## config.mk

```make
export PLATFORM = sky130hd
export DESIGN_NAME = cp0_exception_unit_flat
export DESIGN_NICKNAME = d
export VERILOG_FILES = /design/src/rtl/cp0_exception_if.sv /design/src/rtl/cp0_exception_unit.sv /design/src/flat_wrapper.sv
export SDC_FILE = /design/constraint.sdc
export NUM_CORES = 1
export LEC_CHECK = 0
export BUFFER_PORTS_ARGS = -buffer_cell sky130_fd_sc_hd__clkbuf_2
export CAP_MARGIN = 30
export CORE_ASPECT_RATIO = 1.1
export CORE_UTILIZATION = 53
export CTS_CLUSTER_SIZE = 40
export DETAILED_ROUTE_END_ITERATION = 16
export PLACE_DENSITY_LB_ADDON = 0.2
export SLEW_MARGIN = 20
export SYNTH_ARGS = -nofsm -noshare
export SYNTH_HDL_FRONTEND = slang
export SYNTH_SLANG_ARGS = --single-unit
```

## constraint.sdc

```tcl
create_clock -name clk -period 2.9 [get_ports clk]
set_input_delay 0.29 -clock clk [delete_from_list [all_inputs] [get_ports clk]]
set_output_delay 0.29 -clock clk [all_outputs]
set_load 0.005 [all_outputs]
```

## src/rtl/cp0_exception_if.sv

```systemverilog
// Commit-stage <-> CP0 bundle: per-instruction exception events, MTC0/MFC0
// access, and the flush/redirect plus register-view outputs.
interface cp0_exception_if #(
    parameter int NUM_HW_INT = 6
);
    logic                  inst_valid;
    logic [31:0]           pc;
    logic                  in_delay_slot;
    logic                  if_addr_err;
    logic                  mem_addr_err;
    logic                  mem_is_store;
    logic [31:0]           bad_addr;
    logic                  reserved_inst;
    logic                  overflow_err;
    logic                  syscall;
    logic                  break_inst;
    logic                  eret;
    logic [NUM_HW_INT-1:0] hw_int;
    logic                  cp0_wen;
    logic [4:0]            cp0_waddr;
    logic [31:0]           cp0_wdata;
    logic [4:0]            cp0_raddr;
    logic [31:0]           cp0_rdata;
    logic                  exc_flush;
    logic [31:0]           exc_new_pc;
    logic [31:0]           status_out;
    logic [31:0]           cause_out;
    logic [31:0]           epc_out;
    logic                  timer_int;

    modport master (
        output inst_valid, pc, in_delay_slot, if_addr_err, mem_addr_err, mem_is_store,
               bad_addr, reserved_inst, overflow_err, syscall, break_inst, eret, hw_int,
               cp0_wen, cp0_waddr, cp0_wdata, cp0_raddr,
        input  cp0_rdata, exc_flush, exc_new_pc, status_out, cause_out, epc_out, timer_int
    );

    modport slave (
        input  inst_valid, pc, in_delay_slot, if_addr_err, mem_addr_err, mem_is_store,
               bad_addr, reserved_inst, overflow_err, syscall, break_inst, eret, hw_int,
               cp0_wen, cp0_waddr, cp0_wdata, cp0_raddr,
        output cp0_rdata, exc_flush, exc_new_pc, status_out, cause_out, epc_out, timer_int
    );
endinterface

```

## src/rtl/cp0_exception_unit.sv

```systemverilog
// CP0 exception/interrupt unit: owns BadVAddr/Count/Compare/Status/Cause/EPC,
// prioritises commit-stage exceptions, handles ERET and the Count/Compare timer.
module cp0_exception_unit #(
    parameter int          NUM_HW_INT = 6,
    parameter logic [31:0] EXC_VECTOR = 32'hBFC0_0380,
    parameter int          COUNT_DIV  = 2
) (
    input  logic           clk,
    input  logic           rst,
    cp0_exception_if.slave bus
);
    localparam int               DIV_W    = (COUNT_DIV > 1) ? $clog2(COUNT_DIV) : 1;
    localparam logic [DIV_W-1:0] DIV_LAST = DIV_W'(COUNT_DIV - 1);

    localparam logic [4:0] EXC_INT  = 5'h00;
    localparam logic [4:0] EXC_ADEL = 5'h04;
    localparam logic [4:0] EXC_ADES = 5'h05;
    localparam logic [4:0] EXC_SYS  = 5'h08;
    localparam logic [4:0] EXC_BP   = 5'h09;
    localparam logic [4:0] EXC_RI   = 5'h0A;
    localparam logic [4:0] EXC_OV   = 5'h0C;

    localparam logic [4:0] ADDR_BADVADDR = 5'd8;
    localparam logic [4:0] ADDR_COUNT    = 5'd9;
    localparam logic [4:0] ADDR_COMPARE  = 5'd11;
    localparam logic [4:0] ADDR_STATUS   = 5'd12;
    localparam logic [4:0] ADDR_CAUSE    = 5'd13;
    localparam logic [4:0] ADDR_EPC      = 5'd14;

    logic [31:0]           badvaddr_q, badvaddr_d;
    logic [31:0]           count_q, count_d;
    logic [31:0]           compare_q, compare_d;
    logic [31:0]           epc_q, epc_d;
    logic [7:0]            im_q, im_d;
    logic                  exl_q, exl_d;
    logic                  ie_q, ie_d;
    logic                  bd_q, bd_d;
    logic                  ti_q, ti_d;
    logic [NUM_HW_INT-1:0] ip_hw_q, ip_hw_d;
    logic [1:0]            ip_sw_q, ip_sw_d;
    logic [4:0]            exccode_q, exccode_d;
    logic [DIV_W-1:0]      div_q, div_d;

    logic [7:0]  ip;
    logic [31:0] status_val;
    logic [31:0] cause_val;
    logic [31:0] rdata;
    logic        int_req;
    logic        take_exc;
    logic        take_eret;
    logic        bad_fetch;
    logic        bad_data;
    logic        cp0_wr;
    logic [4:0]  exc_code;

    // IP[7] doubles as the timer interrupt line on top of the last hardware input
    always_comb begin
        ip                  = '0;
        ip[1:0]             = ip_sw_q;
        ip[2 +: NUM_HW_INT] = ip_hw_q;
        ip[7]               = ip[7] | ti_q;
    end

    assign status_val = {9'b0, 1'b1, 6'b0, im_q, 6'b0, exl_q, ie_q};
    assign cause_val  = {bd_q, ti_q, 14'b0, ip, 1'b0, exccode_q, 2'b0};

    always_comb begin
        take_exc  = 1'b0;
        exc_code  = EXC_INT;
        bad_fetch = 1'b0;
        bad_data  = 1'b0;
        int_req   = bus.inst_valid & ie_q & ~exl_q & (|(ip & im_q));
        if (int_req) begin
            take_exc = 1'b1;
        end else if (bus.inst_valid) begin
            take_exc = 1'b1;
            if (bus.if_addr_err) begin
                exc_code  = EXC_ADEL;
                bad_fetch = 1'b1;
            end else if (bus.reserved_inst) begin
                exc_code = EXC_RI;
            end else if (bus.overflow_err) begin
                exc_code = EXC_OV;
            end else if (bus.syscall) begin
                exc_code = EXC_SYS;
            end else if (bus.break_inst) begin
                exc_code = EXC_BP;
            end else if (bus.mem_addr_err) begin
                exc_code = bus.mem_is_store ? EXC_ADES : EXC_ADEL;
                bad_data = 1'b1;
            end else begin
                take_exc = 1'b0;
            end
        end
        take_eret = bus.inst_valid & bus.eret & ~take_exc;
        cp0_wr    = bus.cp0_wen & ~take_exc;
    end

    always_comb begin
        badvaddr_d = badvaddr_q;
        count_d    = count_q;
        compare_d  = compare_q;
        epc_d      = epc_q;
        im_d       = im_q;
        exl_d      = exl_q;
        ie_d       = ie_q;
        bd_d       = bd_q;
        ti_d       = ti_q;
        ip_hw_d    = bus.hw_int;
        ip_sw_d    = ip_sw_q;
        exccode_d  = exccode_q;
        div_d      = div_q + DIV_W'(1);

        if (div_q == DIV_LAST) begin
            div_d   = '0;
            count_d = count_q + 32'd1;
            if (count_q + 32'd1 == compare_q) begin
                ti_d = 1'b1;
            end
        end

        // A software write to Count replaces this cycle's tick entirely, TI included
        if (cp0_wr) begin
            case (bus.cp0_waddr)
                ADDR_COUNT: begin
                    count_d = bus.cp0_wdata;
                    div_d   = '0;
                    ti_d    = ti_q;
                end
                ADDR_COMPARE: begin
                    compare_d = bus.cp0_wdata;
                    ti_d      = 1'b0;
                end
                ADDR_STATUS: begin
                    im_d  = bus.cp0_wdata[15:8];
                    exl_d = bus.cp0_wdata[1];
                    ie_d  = bus.cp0_wdata[0];
                end
                ADDR_CAUSE: ip_sw_d = bus.cp0_wdata[9:8];
                ADDR_EPC:   epc_d   = bus.cp0_wdata;
                default: ;
            endcase
        end

        if (take_exc) begin
            exccode_d = exc_code;
            if (!exl_q) begin
                exl_d = 1'b1;
                bd_d  = bus.in_delay_slot;
                epc_d = bus.in_delay_slot ? (bus.pc - 32'd4) : bus.pc;
            end
            if (bad_fetch) begin
                badvaddr_d = bus.pc;
            end else if (bad_data) begin
                badvaddr_d = bus.bad_addr;
            end
        end else if (take_eret) begin
            exl_d = 1'b0;
        end
    end

    always_ff @(posedge clk) begin
        if (rst) begin
            badvaddr_q <= '0;
            count_q    <= '0;
            compare_q  <= '0;
            epc_q      <= '0;
            im_q       <= '0;
            exl_q      <= 1'b0;
            ie_q       <= 1'b0;
            bd_q       <= 1'b0;
            ti_q       <= 1'b0;
            ip_hw_q    <= '0;
            ip_sw_q    <= '0;
            exccode_q  <= '0;
            div_q      <= '0;
        end else begin
            badvaddr_q <= badvaddr_d;
            count_q    <= count_d;
            compare_q  <= compare_d;
            epc_q      <= epc_d;
            im_q       <= im_d;
            exl_q      <= exl_d;
            ie_q       <= ie_d;
            bd_q       <= bd_d;
            ti_q       <= ti_d;
            ip_hw_q    <= ip_hw_d;
            ip_sw_q    <= ip_sw_d;
            exccode_q  <= exccode_d;
            div_q      <= div_d;
        end
    end

    always_comb begin
        rdata = '0;
        case (bus.cp0_raddr)
            ADDR_BADVADDR: rdata = badvaddr_q;
            ADDR_COUNT:    rdata = count_q;
            ADDR_COMPARE:  rdata = compare_q;
            ADDR_STATUS:   rdata = status_val;
            ADDR_CAUSE:    rdata = cause_val;
            ADDR_EPC:      rdata = epc_q;
            default:       rdata = '0;
        endcase
    end

    assign bus.cp0_rdata  = rdata;
    assign bus.exc_flush  = ~rst & (take_exc | take_eret);
    assign bus.exc_new_pc = take_exc ? EXC_VECTOR : epc_q;
    assign bus.status_out = status_val;
    assign bus.cause_out  = cause_val;
    assign bus.epc_out    = epc_q;
    assign bus.timer_int  = ti_q;
endmodule

```

## src/flat_wrapper.sv

```systemverilog
// flat-port wrapper written by rule: the top's interface ports become plain ports
module cp0_exception_unit_flat 
#(
    parameter int          NUM_HW_INT = 6,
    parameter logic [31:0] EXC_VECTOR = 32'hBFC0_0380,
    parameter int          COUNT_DIV  = 2
)
  (clk, rst, bus_inst_valid, bus_pc, bus_in_delay_slot, bus_if_addr_err, bus_mem_addr_err, bus_mem_is_store, bus_bad_addr, bus_reserved_inst, bus_overflow_err, bus_syscall, bus_break_inst, bus_eret, bus_hw_int, bus_cp0_wen, bus_cp0_waddr, bus_cp0_wdata, bus_cp0_raddr, bus_cp0_rdata, bus_exc_flush, bus_exc_new_pc, bus_status_out, bus_cause_out, bus_epc_out, bus_timer_int);
  cp0_exception_if #(.NUM_HW_INT(NUM_HW_INT)) bus_i ();
  input  logic clk;
  input  logic rst;
  input wire logic [$bits(bus_i.inst_valid)-1:0] bus_inst_valid;
  input wire logic [$bits(bus_i.pc)-1:0] bus_pc;
  input wire logic [$bits(bus_i.in_delay_slot)-1:0] bus_in_delay_slot;
  input wire logic [$bits(bus_i.if_addr_err)-1:0] bus_if_addr_err;
  input wire logic [$bits(bus_i.mem_addr_err)-1:0] bus_mem_addr_err;
  input wire logic [$bits(bus_i.mem_is_store)-1:0] bus_mem_is_store;
  input wire logic [$bits(bus_i.bad_addr)-1:0] bus_bad_addr;
  input wire logic [$bits(bus_i.reserved_inst)-1:0] bus_reserved_inst;
  input wire logic [$bits(bus_i.overflow_err)-1:0] bus_overflow_err;
  input wire logic [$bits(bus_i.syscall)-1:0] bus_syscall;
  input wire logic [$bits(bus_i.break_inst)-1:0] bus_break_inst;
  input wire logic [$bits(bus_i.eret)-1:0] bus_eret;
  input wire logic [$bits(bus_i.hw_int)-1:0] bus_hw_int;
  input wire logic [$bits(bus_i.cp0_wen)-1:0] bus_cp0_wen;
  input wire logic [$bits(bus_i.cp0_waddr)-1:0] bus_cp0_waddr;
  input wire logic [$bits(bus_i.cp0_wdata)-1:0] bus_cp0_wdata;
  input wire logic [$bits(bus_i.cp0_raddr)-1:0] bus_cp0_raddr;
  output wire logic [$bits(bus_i.cp0_rdata)-1:0] bus_cp0_rdata;
  output wire logic [$bits(bus_i.exc_flush)-1:0] bus_exc_flush;
  output wire logic [$bits(bus_i.exc_new_pc)-1:0] bus_exc_new_pc;
  output wire logic [$bits(bus_i.status_out)-1:0] bus_status_out;
  output wire logic [$bits(bus_i.cause_out)-1:0] bus_cause_out;
  output wire logic [$bits(bus_i.epc_out)-1:0] bus_epc_out;
  output wire logic [$bits(bus_i.timer_int)-1:0] bus_timer_int;
  assign bus_i.inst_valid = bus_inst_valid;
  assign bus_i.pc = bus_pc;
  assign bus_i.in_delay_slot = bus_in_delay_slot;
  assign bus_i.if_addr_err = bus_if_addr_err;
  assign bus_i.mem_addr_err = bus_mem_addr_err;
  assign bus_i.mem_is_store = bus_mem_is_store;
  assign bus_i.bad_addr = bus_bad_addr;
  assign bus_i.reserved_inst = bus_reserved_inst;
  assign bus_i.overflow_err = bus_overflow_err;
  assign bus_i.syscall = bus_syscall;
  assign bus_i.break_inst = bus_break_inst;
  assign bus_i.eret = bus_eret;
  assign bus_i.hw_int = bus_hw_int;
  assign bus_i.cp0_wen = bus_cp0_wen;
  assign bus_i.cp0_waddr = bus_cp0_waddr;
  assign bus_i.cp0_wdata = bus_cp0_wdata;
  assign bus_i.cp0_raddr = bus_cp0_raddr;
  assign bus_cp0_rdata = bus_i.cp0_rdata;
  assign bus_exc_flush = bus_i.exc_flush;
  assign bus_exc_new_pc = bus_i.exc_new_pc;
  assign bus_status_out = bus_i.status_out;
  assign bus_cause_out = bus_i.cause_out;
  assign bus_epc_out = bus_i.epc_out;
  assign bus_timer_int = bus_i.timer_int;
  cp0_exception_unit #(.NUM_HW_INT(NUM_HW_INT), .EXC_VECTOR(EXC_VECTOR), .COUNT_DIV(COUNT_DIV)) u_core (.clk(clk), .rst(rst), .bus(bus_i));
endmodule
```

==> Word level (Yosys, flattened, before mapping) <==
Cells that the tools add are included.
{ "word_totals": {"ff_bits": 154, "in_bits": 125, "output_inout_bits": 162} }
{ "op_classes": {"addsub": 3, "n_eq_ne": 13, "mux": 51, "bitwise_logic": 13, "n_reduce_logical": 7} }
{ "op_table": {"columns": ["op", "n"], "rows": [
  ["two-way mux 32 bit", 11],
  ["one-hot mux 32 bit (6 select lines)", 1],
  ["== test 5 x 4 -> 1 bit (second input constant)", 11],
  ["two-way mux 5 bit", 8],
  ["adder 32 x 1 -> 32 bit (second input constant)", 1],
  ["== test 32 bit", 1],
  ["subtractor 32 x 3 -> 32 bit (second input constant)", 1],
  ["two-way mux 1 bit", 30],
  ["AND reduction 2 bit", 5],
  ["bitwise AND 8 bit", 1],
  ["OR reduction 8 bit", 1],
  ["bitwise AND 1 bit", 7],
  ["inverter 1 bit", 3],
  ["inequality test 2 bit (second input constant)", 1],
  ["bitwise OR 1 bit", 2],
  ["one-hot mux 1 bit (2 select lines)", 1],
  ["nonzero test 2 bit", 1],
  ["adder 1 bit (second input constant)", 1]
]} }

==> Depth between registers and ports, before layout <==
Gate-level depths: netlist of run 1.
{ "depth": {"depth_word": 13, "ltp_mapped": 11, "ltp_nobuf": 9} }

==> Least setup slack after synthesis of run 1 <==
Ideal clock, no wire load.
{ "synth_path": {"path_kind": "register -> register", "from": "reg u_core.count_q[0]", "to": "reg u_core.ti_q, in the netlist u_core.bus.timer_int", "setup_time_ps": 69, "arrival_time_ps": 2392, "t_required_ps": 2831, "slack_ps": 439, "stages_incl_launch_ff": 9, "period_less_slack_ps": 2461, "cell_sequence": "dfxtp_1 ha_1 nand3_2 nor3_4 nand3_1 xor2_1 or4b_1 mux2_2 o21ai_1"} }
{ "synth_via": {"elab_chain_cells": 6} }
{ "synth_lines": {"columns": ["element", "line_no", "rtl"], "rows": [
  ["start, declared", "cp0_exception_unit.sv:31", "logic [31:0] count_q, count_d;"],
  ["start signal, assigned", "cp0_exception_unit.sv:179", "count_q <= count_d;"],
  ["adder 32 x 1 -> 32 bit *", "cp0_exception_unit.sv:117", "if (count_q + 32'd1 == compare_q) begin"],
  ["== test 32 bit *", "cp0_exception_unit.sv:117", null],
  ["two-way mux 1 bit *", "cp0_exception_unit.sv:117", null],
  ["two-way mux 1 bit *", "cp0_exception_unit.sv:114", "if (div_q == DIV_LAST) begin"],
  ["one-hot mux 1 bit (2 select lines)", "cp0_exception_unit.sv:124", "case (bus.cp0_waddr)"],
  ["two-way mux 1 bit *", "cp0_exception_unit.sv:123", "if (cp0_wr) begin"],
  ["end signal, assigned", "cp0_exception_unit.sv:186", "ti_q <= ti_d;"],
  ["end, declared", "cp0_exception_unit.sv:38", "logic ti_q, ti_d;"]
]} }
Every way passes the cells marked *; elsewhere a longest branch is shown, timed or not.
A chain may end at the register's enable or synchronous reset.

==> Final worst setup path of run 1 <==
{ "layout_path": {"from": "reg u_core.count_q[1]", "to": "reg u_core.ti_q, in the netlist u_core.bus.timer_int"} }
The elaborated chain is that of the path after synthesis.

==> summary.txt, run 1 <==
Floorplan
  – Starting density of the core: 0.5413
  – Die X: 130.3 um
  – Height of the die: 143.2 um
  – I/O pin count: 287
  – Die area: 18660 um^2
  – Num rows: 51
  – Core area: 17740 um^2

Timing
  – Fin. max-slew vios: 0
  – Final worst path period need: 2.720 ns
  – RSZ-0062 raised after global routing: false
  – Worst Max-Slew Pin Slew: 0.7795 ns
  – Skew final: 0.01406 ns
  – FMAX: 367.6 MHz
  – Post-route clock period utilization: 0.9380
  – Fin. Hold Viols: 0
  – Fin Setup TNS: 0 ns
  – Final setup vio count: 0
  – Max-slew headroom: 0.4803

Global routing
  – Total GRT Usage: 0.3538
  – Total gr overflow: 0
  – Largest net degree at the start of global routing: 71
  – First-pass GRT wire length: 49030 um
  – Initial antenna violation count: 0
  – Vias in the first global route: 8472

Setup path
  – CP endpoint kind: flop
  – Critical path class: flop to flop
  – Worst reg2reg setup slack: 0.18 ns
  – Worst reg2reg path depth: 8
  – R2R Path Start: u_core.count_q[1]$_SDFF_PP0_
  – CP Max Fanout: 6
  – Reg-to-Reg End: u_core.bus.timer_int$_SDFFE_PP0P_
  – Worst endpoint required time: 3.26 ns
  – CP Launch Type: flop
  – Worst EP arrival: 3.08 ns

Synth
  – Yosys warns: 0
  – Post-synth EDFFs: 0
  – Register bit total from synthesis: 153
  – Synth cell types: 63
  – Netlist Area Pre-Place: 9603 um^2
  – Post-Syn Instances: 1182
  – Async set or reset register ratio after synthesis: 0
  – Most common flop cell mapped by yosys: dfxtp_1
  – Avg Cell Area, Syn: 8.124 um^2
  – Post-synthesis sequential area ratio: 0.3190

Power and ir drop
  – Pwr/cell area: 467.9 nW/um^2
  – Register share of total power: 0.430
  – VDD IR max: 0.4324 mV
  – Sw Ratio: 0.2654
  – Leak: 5.011 nW
  – Pint: 0.003936 W
  – Total Power: 0.005357 W
  – Comb power frac: 0.127
  – Sw Pwr: 0.001422 W
  – Clk network pwr share: 0.443

Place
  – Hpwl dp: 24650 um
  – PortBufs: 246
  – Gp weighted congestion: 0.9816

Clock network
  – H-tree depth: 4
  – Clock-pin slew on the worst setup and hold paths: 0.06 ns
  – CTS root buf: clkbuf_16
  – Postcts setup bufs: 0
  – Clock buffer depth: 2
  – TritonCTS Buffers: 17
  – Hold-fix buffers, CTS: 0
  – Clk sink count: 153
  – Worst skew pair latency: 0.44 ns
  – CTS tree: yes
  – Post-cts resize count: 0

Run
  – Max-cap viol count: 0

Detailed routing
  – Routed WL: 32820 um
  – Vias per cell: 5.896
  – DRC viols: 0
  – Post-DRT Antenna Nets: 0
  – Wire per inst: 20.16 um
  – Drt initial violations: 1129
  – DRT Pass-1 Iters: 6
  – Via count: 9598

Hold path
  – Min-delay worst type: primary input to flop
  – Hold depth: 2
  – Hold Path Sink: u_core.ip_hw_q[2]$_SDFF_PP0_
  – Hold Startpoint: bus_hw_int[2]

Final layout
  – Share of layout cells above drive strength 1: 0.2489
  – Post-layout nets: 1504
  – Antenna diodes: 0
  – Area Overhead vs Synth: 19.23%

Outcome
  – Status: finished, final reports clean
-- synth_stat cells, drive strengths merged (3+ instances only) --
cell type / count / area (um^2)
a22o: 15 / 131.4
and3: 9 / 56.30
nor2b: 7 / 43.79
or4: 3 / 33.78
or3: 7 / 48.80
nor2: 154 / 578.1
o21ai: 5 / 25.02
a222oi: 9 / 90.09
nand2b: 19 / 118.9
xor2: 51 / 446.7
xnor2: 56 / 490.5
nand3: 27 / 140.1
nor3b: 3 / 22.52
inv: 8 / 30.03
nand4: 21 / 137.6
a31oi: 5 / 31.28
nor4: 12 / 96.34
a211oi: 98 / 740.7
nand2: 122 / 460.5
dfxtp: 153 / 3063
clkbuf: 64 / 241.5
and2: 21 / 131.4
or2: 3 / 18.77
a22oi: 36 / 270.3
nor3: 21 / 126.4
a21oi: 47 / 235.2
nand3b: 5 / 37.54
buf: 82 / 566.8
mux2i: 77 / 770.7
a221o: 15 / 150.1
nor4b: 3 / 38.79
-- routing by layer --
metal | vias to the layer above | GRT usage | part of all wire
li1 | 4503 | - | -
met1 | 4466 | 0.5028 | 0.42
met2 | 570 | 0.5193 | 0.44
met3 | 59 | 0.07906 | 0.12
met4 | 0 | 0.1270 | 0.026
met5 | - | 0 | 0
-- cell usage in the layout (no fill, tap or decap), types with 6 or more instances in the layout --
cell and count:
a211oi_1 97, a21oi_1 47, a221o_1 15, a222oi_1 9
a22o_1 15, a22oi_1 36, and2_1 21, and3_1 9
buf_4 36, clkbuf_16 17, clkbuf_2 245, conb_1 40
dfxtp_1 153, inv_1 8, mux2i_1 77, nand2_1 120
nand2b_1 19, nand3_1 25, nand4_1 20, nor2_1 153
nor2b_1 7, nor3_1 15, nor4_1 8, or3_1 6
xnor2_1 56, xor2_1 51
-- worst max-delay path: stages, from the launching register on --
cell	delay, ns
dfxtp_1	0.40
ha_1	0.32
nand3_2	0.20
nor4_1	0.55
nand2_1	0.26
a2111o_1	0.40
a22oi_1	0.24
nand4_1	0.14
o21ai_1	0.13
-- sequential cells by signal, summed over array words and instances (netlist names) --
name	cells
u_core.im_q	8
u_core.exccode_q	4
u_core.bd_q	1
u_core.ip_hw_q	6
u_core.ie_q	1
u_core.exl_q	1
u_core.badvaddr_q	32
u_core.count_q	32
u_core.ip_sw_q	2
u_core.bus.timer_int	1
u_core.div_q	1
u_core.bus.epc_out	32
u_core.compare_q	32
-- cell type report --
class	instances	area, um^2
Fill cell	1597	6290
Multi-Input combinational cell	913	5882
Sequential cell	153	3063
Timing Repair Buffer	284	1556
Clock buffer	20	446.7
Tap cell	238	297.8
Clock inverter	12	173.9
Inverter	8	30.03
-- stage by stage --
| step | hold WS [ns] | setup WS (ns) | area, um^2 | cells | utilization |
|---|---|---|---|---|---|
| 3_5_place_dp | 0.4726 | 0.1282 | 10830 | 1596 | 0.6105 |
| 6_report | 0.06179 | 0.1798 | 11450 | 1628 | 0.6454 |
| 4_1_cts | 0.05900 | 0.2621 | 11450 | 1628 | 0.6454 |
| 2_1_floorplan | 0.4182 | 0.4387 | 9746 | 1220 | - |
| 3_3_place_gp | 0.4645 | 0.2168 | 10830 | 1596 | 0.6105 |
| 5_1_grt | 0.07695 | 0.03038 | 11450 | 1628 | 0.6454 |
-- how the worst max path moves through the flow --
stage                                  from  slack (ns)                                 to
6_report       u_core.count_q[1]$_SDFF_PP0_        0.18  u_core.bus.timer_int$_SDFFE_PP0P_
5_1_grt        u_core.count_q[1]$_SDFF_PP0_        0.03  u_core.bus.timer_int$_SDFFE_PP0P_
4_1_cts        u_core.count_q[1]$_SDFF_PP0_        0.26  u_core.bus.timer_int$_SDFFE_PP0P_
3_5_place_dp                bus_if_addr_err        0.13  u_core.bus.epc_out[12]$_SDFF_PP0_
3_3_place_gp                bus_if_addr_err        0.22  u_core.bus.epc_out[25]$_SDFF_PP0_
2_1_floorplan  u_core.count_q[0]$_SDFF_PP0_        0.44  u_core.bus.timer_int$_SDFFE_PP0P_
-- cell families after synthesis --
| group | after synthesis | share of synthesized area |
|---|---|---|
| and+or+nand+nor | 442 | 0.2225 |
| AOI/OAI and AO/OA | 243 | 0.1876 |
| buffers and inverters | 154 | 0.08730 |
| DFF | 153 | 0.3190 |
| xor gates and xnor gates | 107 | 0.09759 |
| muxes | 79 | 0.08261 |
| adders and majority gates | 2 | 0.002605 |
| other | 2 | 0.0007821 |
-- power by group through the flow --
| stage | clock network, W | logic [W] | registers, W |
|---|---|---|---|
| 2_1_floorplan | 0 | 0.000406 | 0.00229 |
| 4_1_cts | 0.00238 | 0.000675 | 0.00230 |
| 3_3_place_gp | 0 | 0.000665 | 0.00234 |
| 3_5_place_dp | 0 | 0.000672 | 0.00234 |
| 5_1_grt | 0.00247 | 0.000744 | 0.00231 |
| 6_report | 0.00237 | 0.000681 | 0.00230 |
(Power assumes the default switching activity.)
==> run 2, diff against run 1 <==
--- a/config.mk
+++ b/config.mk
@@ -5,10 +5,11 @@
 export SDC_FILE = /design/constraint.sdc
 export NUM_CORES = 1
 export LEC_CHECK = 0
+export ABC_AREA = 1
 export BUFFER_PORTS_ARGS = -buffer_cell sky130_fd_sc_hd__clkbuf_2
 export CAP_MARGIN = 30
 export CORE_ASPECT_RATIO = 1.1
-export CORE_UTILIZATION = 53
+export CORE_UTILIZATION = 54
 export CTS_CLUSTER_SIZE = 40
 export DETAILED_ROUTE_END_ITERATION = 16
 export PLACE_DENSITY_LB_ADDON = 0.2
==> run 2 against run 1 <==
Effect of this change: first-iteration DRC count rose by 35%; critical path depth rose by 4; synthesized cell count rose by 44%; clock skew fell by 0.0011 ns; clock-buffer cell count fell by 1; via count rose by 30%; die area rose by 7.5%; hold slack got worse by 0.026 ns; critical path type is now flop to output pin.
==> summary.txt, run 2 <==
Outcome
  – Status: finished, final reports clean

Synth
  – Yosys warns: 0 (unchanged)
  – Async set or reset register ratio after synthesis: 0 (unchanged)
  – Netlist Area Pre-Place: 10530 um^2 (+9.6%)
  – Synth top cells by count: nand2_1 (338), inv_1 (271), nor2_1 (189)
  – Largest family of logic cells by synthesized area: simple AND/OR/NAND/NOR gates
  – Area leader, netlist: dfxtp_1
  – Post-synth top area share: 0.2910 (-0.02798)
  – Mux cell area share after synthesis: 0.005349 (-0.07726)
  – Synth Area in XOR/XNOR: 0.01545 (-0.08214)
  – Synth Area in Compound Gates: 0.2314 (+0.04381)
  – Most common cell in the netlist: nand2_1
  – Most common flop cell mapped by yosys: dfxtp_1
  – Post-synthesis sequential area ratio: 0.2910 (-0.02798)
  – Adder-cell share of the synthesized area: 0.002377 (-0.0002286)
  – Post-Synth Simple-Gate Area: 0.2869 (+0.06440)
  – Post-Syn Instances: 1706 (+44%)
  – Post-synth EDFFs: 0 (unchanged)
  – Avg Cell Area, Syn: 6.170 um^2 (-24%)
  – Most area-consuming cells after synthesis: dfxtp_1 (29%), nand2_1 (12%), inv_1 (9.7%)
  – Register bit total from synthesis: 153 (unchanged)
  – Synth cell types: 50 (-21%)

Timing
  – Final setup vio count: 0 (unchanged)
  – Post-route clock period utilization: 0.9232 (-0.01478)
  – FMAX: 373.5 MHz (+1.6%)
  – Fin Setup TNS: 0 ns (unchanged)
  – Worst hold slack: 0.03603 ns (-0.02576 ns)
  – Fin. Hold Viols: 0 (unchanged)
  – RSZ-0062 raised after global routing: false
  – Skew final: 0.01295 ns (-0.001111 ns)
  – Final worst path period need: 2.677 ns (-0.04285 ns)
  – Max-slew headroom: 0.3725 (-0.1078)
  – Worst Max-Slew Pin Slew: 0.9412 ns (+0.1617 ns)
  – Fin. max-slew vios: 0 (unchanged)

Detailed routing
  – Via count: 12450 (+30%)
  – Wire per inst: 19.19 um (-4.8%)
  – Routed WL: 41680 um (+27%)
  – Vias per cell: 5.731 (-2.8%)
  – Post-DRT Antenna Nets: 0 (unchanged)
  – DRT Pass-1 Iters: 6 (unchanged)
  – DRC viols: 0 (unchanged)
  – Drt initial violations: 1521 (+35%)

Global routing
  – Vias in the first global route: 10810 (+28%)
  – Total GRT Usage: 0.4140 (+0.06018)
  – Total gr overflow: 0 (unchanged)
  – Largest net degree at the start of global routing: 72 (+1.4%)
  – First-pass GRT wire length: 62070 um (+27%)
  – Initial antenna violation count: 0 (unchanged)

Final layout
  – Fillers: 1864 (+17%)
  – Most common cell after layout, fill and taps aside: nand2_1
  – Share of layout cells above drive strength 1: 0.1875 (-0.06139)
  – Area Overhead vs Synth: 17.52%
  – Area of the multi-input gates: 5858 um^2 (-0.40%)
  – Most frequent cells in the layout: nand2_1 (337), inv_1 (271), clkbuf_2 (246)
  – Post-layout nets: 2039 (+36%)
  – Post-Layout Cell Count: 2172 (+33%)
  – Register area: 3063 um^2 (unchanged)
  – Antenna diodes: 0 (unchanged)

Place
  – PortBufs: 246 (unchanged)
  – Gp weighted congestion: 1.063 (+8.3%)
  – Placed Cells: 2140 (+34%)
  – Hpwl dp: 32620 um (+32%)

Power and ir drop
  – Comb power frac: 0.159 (+0.032)
  – VDD IR max: 0.4393 mV (+1.6%)
  – Pwr/cell area: 435.6 nW/um^2 (-6.9%)
  – Pint: 0.003773 W (-4.1%)
  – Sw Pwr: 0.001616 W (+14%)
  – Register share of total power: 0.425 (-0.005)
  – Clk network pwr share: 0.416 (-0.027)
  – Sw Ratio: 0.2999 (+0.03458)
  – Leak: 5.923 nW (+18%)

Hold path
  – Min-delay worst type: primary input to flop

Clock network
  – Clock buffer depth: 2 (unchanged)
  – CTS root buf: clkbuf_16
  – Postcts setup bufs: 0 (unchanged)
  – Clk sink count: 153 (unchanged)
  – H-tree depth: 4 (unchanged)
  – CTS tree: yes
  – TritonCTS Buffers: 17 (unchanged)
  – Worst skew pair latency: 0.44 ns (about the same)
  – Clock-pin slew on the worst setup and hold paths: 0.07 ns (about the same)
  – Post-cts resize count: 0 (unchanged)
  – Hold-fix buffers, CTS: 0 (unchanged)

Setup path
  – Worst reg2reg setup slack: 0.38 ns (+0.20 ns)
  – Worst EP arrival: 2.39 ns (-0.69 ns)
  – Critical path class: flop to output pin
  – CP endpoint kind: output pin
  – CP Launch Type: flop
  – Worst endpoint required time: 2.61 ns (-0.65 ns)
  – CP Max Fanout: 12 (+6)

Floorplan
  – I/O pin count: 287 (unchanged)
  – Num rows: 53 (+3.9%)
  – Height of the die: 148.4 um (+3.7%)
  – Die X: 135.1 um (+3.7%)
  – Starting density of the core: 0.5512 (+0.009835)
  – Die area: 20060 um^2 (+7.5%)
  – Core area: 19100 um^2 (+7.7%)

Run
  – Max-cap viol count: 0 (unchanged)
==> run 2: cell count changes after synthesis, sizes merged, moves of 27 or more <==
cell	delta
nand3	+85
xnor2	-55
mux2i	-77
o221ai	+27
o21ai	+171
inv	+269
nor2	+51
a211oi	-96
nand2	+226
xor2	-36
a21oi	+78
==> run 2: final cells by class <==
type                            instances  share of cell area
Inverter                              280             0.08506
Sequential cell                       153              0.2476
Timing Repair Buffer                  276              0.1218
Clock inverter                         13             0.01204
Multi-Input combinational cell       1184              0.4736
Tap cell                              247             0.02498
Clock buffer                           19             0.03500
==> run 2: cell families after synthesis <==
family,count (synthesis)
AO/OA/AOI/OAI,417
AND/OR/NAND/NOR,703
adder cells (fa/ha/maj),2
flip-flops,153
multiplexers,5
other,2
XOR/XNOR,17
buffers and inverters,407
==> run 2: power by group through the flow <==
stage | clock network [W] | registers, W | logic (W)
floorplan | 0 | 0.00230 | 0.000492
global placement | 0 | 0.00233 | 0.000822
detailed placement | 0 | 0.00233 | 0.000828
CTS | 0.00223 | 0.00228 | 0.000835
global route | 0.00232 | 0.00229 | 0.000939
finish | 0.00224 | 0.00229 | 0.000856
==> run 2: per-stage QoR <==
step / utilization / power (W) / cell area (um^2) / worst slack, ns
6_report: 0.6477 / 0.005389 / 12370 / 0.2226
5_1_grt: 0.6477 / 0.005548 / 12370 / 0.1679
4_1_cts: 0.6477 / 0.005354 / 12370 / 0.2708
3_5_place_dp: 0.6173 / 0.003159 / 11790 / 0.4897
3_3_place_gp: 0.6173 / 0.003154 / 11790 / 0.6139
2_1_floorplan: - / 0.002789 / 10670 / 1.075
==> run 2: metal layers <==
| layer | vias up | wire length, um | global-route usage |
|---|---|---|---|
| met5 | - | 0 | 0 |
| met4 | 0 | 1479 | 0.1584 |
| met3 | 104 | 5128 | 0.08793 |
| met2 | 795 | 18040 | 0.6231 |
| met1 | 5647 | 17020 | 0.5752 |
| li1 | 5901 | - | - |
==> run 2: path summary, 6_finish.rpt <==
check / start / to / cells past startpoint
max: u_core.bus.timer_int$_SDFFE_PP0P_ / bus_exc_flush / 12
min: bus_hw_int[2] / u_core.ip_hw_q[2]$_SDFF_PP0_ / 3
max reg2reg: u_core.bus.timer_int$_SDFFE_PP0P_ / u_core.bus.epc_out[18]$_SDFF_PP0_ / 12
min reg2reg: u_core.im_q[0]$_SDFFE_PP0P_ / u_core.im_q[0]$_SDFFE_PP0P_ / 2
==> run 2: worst max-delay path, cell delays in order (launching register included) <==
cell      delay [ns]
dfxtp_1         0.34
inv_2           0.11
nand2_1         0.10
a21oi_1         0.18
nand2_1         0.15
nand2_2         0.15
nand2_1         0.11
buf_4           0.20
inv_1           0.28
nand2_1         0.09
nand2_1         0.07
inv_1           0.06
clkbuf_2        0.11
